--- src/rtl/regbank.sv ---
// -----------------------------------------------------------------------------
// regbank: general-purpose register file (NREGS x WIDTH).
//
// Receives writes from the control unit (regbank_we / regbank_sel /
// regbank_valin). It serves two independent read ports, and each port has
// one cycle of registered latency. After reset, a sweep clears every entry
// one per cycle. When the sweep is done, regbank_ready is raised and normal
// operation starts.
//
// Ports:
//   clk            in   1      clock, all logic on posedge
//   rst_n          in   1      asynchronous active-low reset
//   regbank_we     in   1      write enable
//   regbank_sel    in   SEL_W  write index (>= NREGS is silently dropped)
//   regbank_valin  in   WIDTH  write data
//   rd_sel_a/b     in   SEL_W  read indices (>= NREGS reads 0)
//   rd_val_a/b     out  WIDTH  registered read data, write-first bypass
//   regbank_ready  out  1      sweep complete
//   regbank_wack   out  1      write accepted on the previous cycle
// -----------------------------------------------------------------------------
module regbank #(
  parameter int NREGS = 64,
  parameter int WIDTH = 64,
  parameter int SEL_W = 6
) (
  input  logic             clk,
  input  logic             rst_n,
  input  logic             regbank_we,
  input  logic [SEL_W-1:0] regbank_sel,
  input  logic [WIDTH-1:0] regbank_valin,
  input  logic [SEL_W-1:0] rd_sel_a,
  input  logic [SEL_W-1:0] rd_sel_b,
  output logic [WIDTH-1:0] rd_val_a,
  output logic [WIDTH-1:0] rd_val_b,
  output logic             regbank_ready,
  output logic             regbank_wack
);

  typedef enum logic {
    CLEAR = 1'b0,
    READY = 1'b1
  } state_t;

  // The sweep index has one extra bit, so NREGS == 2**SEL_W is representable.
  localparam logic [SEL_W:0] NREGS_C    = (SEL_W+1)'(NREGS);
  localparam logic [SEL_W:0] LAST_IDX_C = (SEL_W+1)'(NREGS - 1);
  localparam logic [SEL_W:0] ONE_C      = (SEL_W+1)'(1);

  state_t           state_r;
  state_t           state_s;
  logic [SEL_W:0]   clr_idx_r;
  logic [SEL_W:0]   clr_idx_s;
  logic             wr_en_s;
  logic [WIDTH-1:0] rd_a_s;
  logic [WIDTH-1:0] rd_b_s;
  logic [WIDTH-1:0] rd_val_a_r;
  logic [WIDTH-1:0] rd_val_b_r;
  logic             ready_r;
  logic             wack_r;
  logic [WIDTH-1:0] mem_r [NREGS];

  function automatic logic in_range(input logic [SEL_W-1:0] sel);
    return ({1'b0, sel} < NREGS_C);
  endfunction

  // FSM state and sweep index register.
  always_ff @(posedge clk or negedge rst_n) begin
    if (!rst_n) begin
      state_r   <= CLEAR;
      clr_idx_r <= {(SEL_W+1){1'b0}};
    end else begin
      state_r   <= state_s;
      clr_idx_r <= clr_idx_s;
    end
  end

  // Next-state logic: sweep through all entries, then stay in READY until reset.
  always_comb begin
    state_s   = state_r;
    clr_idx_s = clr_idx_r;
    case (state_r)
      CLEAR: begin
        clr_idx_s = clr_idx_r + ONE_C;
        if (clr_idx_r == LAST_IDX_C) begin
          state_s = READY;
        end else begin
          state_s = CLEAR;
        end
      end
      READY: begin
        state_s   = READY;
        clr_idx_s = clr_idx_r;
      end
      default: begin
        state_s   = CLEAR;
        clr_idx_s = {(SEL_W+1){1'b0}};
      end
    endcase
  end

  // A write takes effect only after the sweep and only for an existing register.
  always_comb begin
    wr_en_s = 1'b0;
    if (state_r == READY) begin
      wr_en_s = regbank_we && in_range(regbank_sel);
    end else begin
      wr_en_s = 1'b0;
    end
  end

  // Storage: the sweep clears it, because the array has no reset.
  always_ff @(posedge clk) begin
    if (state_r == CLEAR) begin
      mem_r[clr_idx_r[SEL_W-1:0]] <= {WIDTH{1'b0}};
    end else if (wr_en_s) begin
      mem_r[regbank_sel] <= regbank_valin;
    end
  end

  // Read port A: the same-cycle write to the same index wins over the stored value.
  always_comb begin
    rd_a_s = {WIDTH{1'b0}};
    if (state_r != READY || !in_range(rd_sel_a)) begin
      rd_a_s = {WIDTH{1'b0}};
    end else if (wr_en_s && (regbank_sel == rd_sel_a)) begin
      rd_a_s = regbank_valin;
    end else begin
      rd_a_s = mem_r[rd_sel_a];
    end
  end

  // Read port B: same rules as port A, evaluated independently.
  always_comb begin
    rd_b_s = {WIDTH{1'b0}};
    if (state_r != READY || !in_range(rd_sel_b)) begin
      rd_b_s = {WIDTH{1'b0}};
    end else if (wr_en_s && (regbank_sel == rd_sel_b)) begin
      rd_b_s = regbank_valin;
    end else begin
      rd_b_s = mem_r[rd_sel_b];
    end
  end

  // Registered outputs: ready rises on the same edge as the last sweep write.
  always_ff @(posedge clk or negedge rst_n) begin
    if (!rst_n) begin
      ready_r    <= 1'b0;
      wack_r     <= 1'b0;
      rd_val_a_r <= {WIDTH{1'b0}};
      rd_val_b_r <= {WIDTH{1'b0}};
    end else begin
      ready_r    <= (state_s == READY);
      wack_r     <= wr_en_s;
      rd_val_a_r <= rd_a_s;
      rd_val_b_r <= rd_b_s;
    end
  end

  assign rd_val_a      = rd_val_a_r;
  assign rd_val_b      = rd_val_b_r;
  assign regbank_ready = ready_r;
  assign regbank_wack  = wack_r;

endmodule

--- config.mk ---
export PLATFORM = sky130hd
export DESIGN_NAME = regbank
export DESIGN_NICKNAME = d
export VERILOG_FILES = /design/src/rtl/regbank.sv
export SDC_FILE = /design/constraint.sdc
export NUM_CORES = 2
export LEC_CHECK = 0
export CORE_ASPECT_RATIO = 1.2
export CORE_UTILIZATION = 30
export CTS_BUF_LIST = sky130_fd_sc_hd__clkbuf_4 sky130_fd_sc_hd__clkbuf_8
export CTS_CLUSTER_DIAMETER = 80
export CTS_CLUSTER_SIZE = 25
export DETAILED_ROUTE_END_ITERATION = 8
export SYNTH_ARGS = -nofsm -noshare
export SYNTH_HDL_FRONTEND = slang
export SYNTH_SLANG_ARGS = --single-unit
export TNS_END_PERCENT = 50
--- constraint.sdc ---
create_clock -name clk -period 4.85 [get_ports clk]
set_input_delay 1.2125 -clock clk [delete_from_list [all_inputs] [get_ports clk]]
set_output_delay 1.2125 -clock clk [all_outputs]
set_load 0.005 [all_outputs]
==> reports/metrics.csv <==
stage;metric;value;unit
finish;synthToLayoutAreaGrowth;11.7;%
critical_path;cp_slowest_stage_delay;0.61;ns
grt;grt_pass1_vias;116000;
logic_synthesis;synth_edf_count;4096;
clock_network;cts_setup_buffers;0;
critical_path;cpMaxStageDelayCell;clkdlybuf4s50_1;
critical_path;cp-start-kind;register;
critical_path;worst-path-buf-inv;2;
timing;worst_pin_slew;1.49;ns
power_and_ir_drop;ir_worst_vdd;0.212;mV
drt;vias;119000;
placed_design;post_dp_cell_area;212000;µm²
finish;fill_cells;60100;
critical_path;worst_ep_required_time;3.64;ns
critical_path;cp_top_family;buffers and inverters;
critical_path;crit_chain;buf_4 > clkdlybuf4s50_1;
clock_network;root_buffer;clkbuf_8;
clock_network;cts_tree;yes;
logic_synthesis;ys_seq_area_share;65.5;%
logic_synthesis;ys_seq_elements;4233;
grt;grt_max_degree;118;
finish;nets;10300;
floorplan;dieArea;647000;µm²
finish;utilization;33.7;%
clock_network;clock_path_buffers;4;
logic_synthesis;avgSynthCellArea;19.4;µm²
status;status;complete, but fails checks;
drt;wire_per_inst;40.8;µm
critical_path;r2r_slack;1.45;ns
clock_network;cts_buffers;197;
logic_synthesis;synth-warning-count;0;
critical_path;r2r-start;regbank_ready;
timing;max_freq;244;MHz
drt;vias_per_cell;6.27;
status;violations;capacitance limit;
timing;period_share;84.6;%
grt;grt_pass1_wl;1040;mm
critical_path;cp.arrival;2.89;ns
placed_design;hpwlAfterDp;456;mm
finish;drive_above_1_share;29.7;%
floorplan;boundaryPins;215;
clock_network;path_clk_slew;0.16;ns
power_and_ir_drop;power_leakage;55.6;nW
logic_synthesis;netlist_area;193000;µm²
logic_synthesis;ys.flop_type;edfxtp_1;
drt;dr.pass1.iters;8;
clock_network;cts_max_level;4;
critical_path;setup.worst_path.start;regbank_ready;
placed_design;gp_congestion;0.877;
power_and_ir_drop;p_total;60.0;mW
grt;grtUsageTotal;23.3;%
finish;final_area;216000;µm²
timing;setup_viol;0;
clock_network;ctsResizeCount;0;
timing;skew;0.0802;ns
floorplan;start_util;30.1;%
logic_synthesis;async_flop_share;3.24;%
run;max_cap_viol_count;1;
drt;drt_wl_total;777;mm
timing;hold_viol;0;
floorplan;rows;322;
placed_design;pre_cts_ws;0.195;ns
clock_network;clock_sinks;4233;
drt;drc_errors;0;
drt;drtIter0Drc;19400;
timing;worst_slack;0.748;ns
critical_path;cp-end-kind;output port;
drt;ant_nets;0;
floorplan;die_height;881;µm
placed_design;portBuffers;214;
grt;antenna_found_initial;51;
timing;slew_violations;0;
clock_network;hold_buffers;0;
floorplan;core_area;641000;µm²
timing;hold_ws;0.0751;ns
logic_synthesis;synthCells;9959;
timing;relSlewSlack;0.664;%
logic_synthesis;syn_nets;10000;
critical_path;cp_max_fo;19;
timing;rsz0062_at_grt;no;
logic_synthesis;synth_cell_type_count;70;
critical_path;worstSetupPathType;reg2out;
floorplan;die_x;734;µm
clock_network;insertion_delay;1.24;ns
worst_hold_path;hold_class;in2async;
grt;gr-total-overflow;0;
power_and_ir_drop;power_density;278;nW/µm²
timing;min_period;4.10;ns
## registers in the layout, indices dropped and copies added, names as in the netlist
register / count
mem_r: 4096
rd_val_a: 64
rd_val_b: 64
clr_idx_r: 7
regbank_ready: 1
regbank_wack: 1
## routing by layer
layer	track usage, %	up-vias	wire, µm
met1	28.5	64400	264000
met2	36.9	9105	360000
met3	5.44	2199	90800
li1	-	43600	-
met5	0	-	232
met4	15.8	30	62100
## final timing paths
| path | end | depth (start not counted) |
|---|---|---|
| setup / recovery | regbank_ready | 2 |
| max in group asynchronous | rd_val_b[52] | 2 |
| hold reg to reg | clr_idx_r[6] | 1 |
| min in group clk | clr_idx_r[6] | 1 |
| setup reg to reg | mem_r[5][61] | 4 |
| hold / removal | rd_val_a[5] | 1 |
## placed cells by master, fill, tap and decap left out, drive strengths merged, types with 21 or more instances in the layout
cell type	instances
o221ai	241
mux4	1782
a32oi	35
nor3b	22
o22ai	287
nor2	95
buf	724
o21ai	62
clkbuf	332
a211oi	38
diode	53
mux2	87
o31a	21
a221o	30
a21oi	122
dfrtp	137
a221oi	76
and3	77
nor3	29
or3	40
nand2	474
mux2i	567
clkdlybuf4s50	202
nand3	148
a311oi	24
o31ai	34
a22o	52
a22oi	360
edfxtp	4096
## final cells by class
type	count	area, µm²	share of cell area (%)
Clock buffer	332	3750	1.74
Antenna cell	53	133	0.0615
Clock inverter	10	96.3	0.0446
Inverter	9	48.8	0.0226
Timing Repair Buffer	926	11300	5.25
Sequential cell	4233	126000	58.6
Multi-Input combinational cell	4887	63300	29.3
Tap cell	8586	10700	4.98
## synthesized netlist by cell type, types with 87 or more instances
| cell type | instances | share of area [%] |
|---|---|---|
| o22ai_1 | 287 | 0.93 |
| edfxtp_1 | 4096 | 64 |
| nand3_1 | 148 | 0.38 |
| dfrtp_1 | 137 | 1.8 |
| o221ai_1 | 241 | 1.1 |
| mux2_2 | 87 | 0.51 |
| buf_4 | 104 | 0.40 |
| mux2i_1 | 567 | 2.9 |
| nand2_1 | 473 | 0.92 |
| nor2_1 | 95 | 0.18 |
| a22oi_1 | 360 | 1.4 |
| buf_2 | 205 | 0.53 |
| mux4_2 | 1782 | 21 |
| a21oi_1 | 122 | 0.32 |
| clkbuf_1 | 377 | 0.73 |
## kinds of logic (layout without fill, tap and decap cells)
| kind of cell | count (synthesis) | count (layout) | synth area share [%] |
|---|---|---|---|
| XOR/XNOR | 18 | 18 | 0.0816 |
| AO/OA/AOI/OAI | 1494 | 1494 | 5.77 |
| buffers and inverters | 839 | 1277 | 2.24 |
| AND/OR/NAND/NOR | 938 | 938 | 2.22 |
| flip-flops | 4233 | 4233 | 65.5 |
| adder cells (fa/ha/maj) | 1 | 1 | 0.00648 |
| other | 0 | 53 | 0 |
| multiplexers | 2436 | 2436 | 24.2 |
## through the flow
stage	TNS, ns	instances
floorplan	-1164.14	9959
global placement	0	18600
detailed placement	0	18600
CTS	0	19000
global route	0	19000
finish	0	19000
## where the power goes
group          internal [mW]  leakage, nW  switching, mW
Sequential              39.4         30.4              0
Combinational           1.42         23.1           2.79
Clock                   4.93         2.09           11.4
Power figures use the tool's default switching activity.
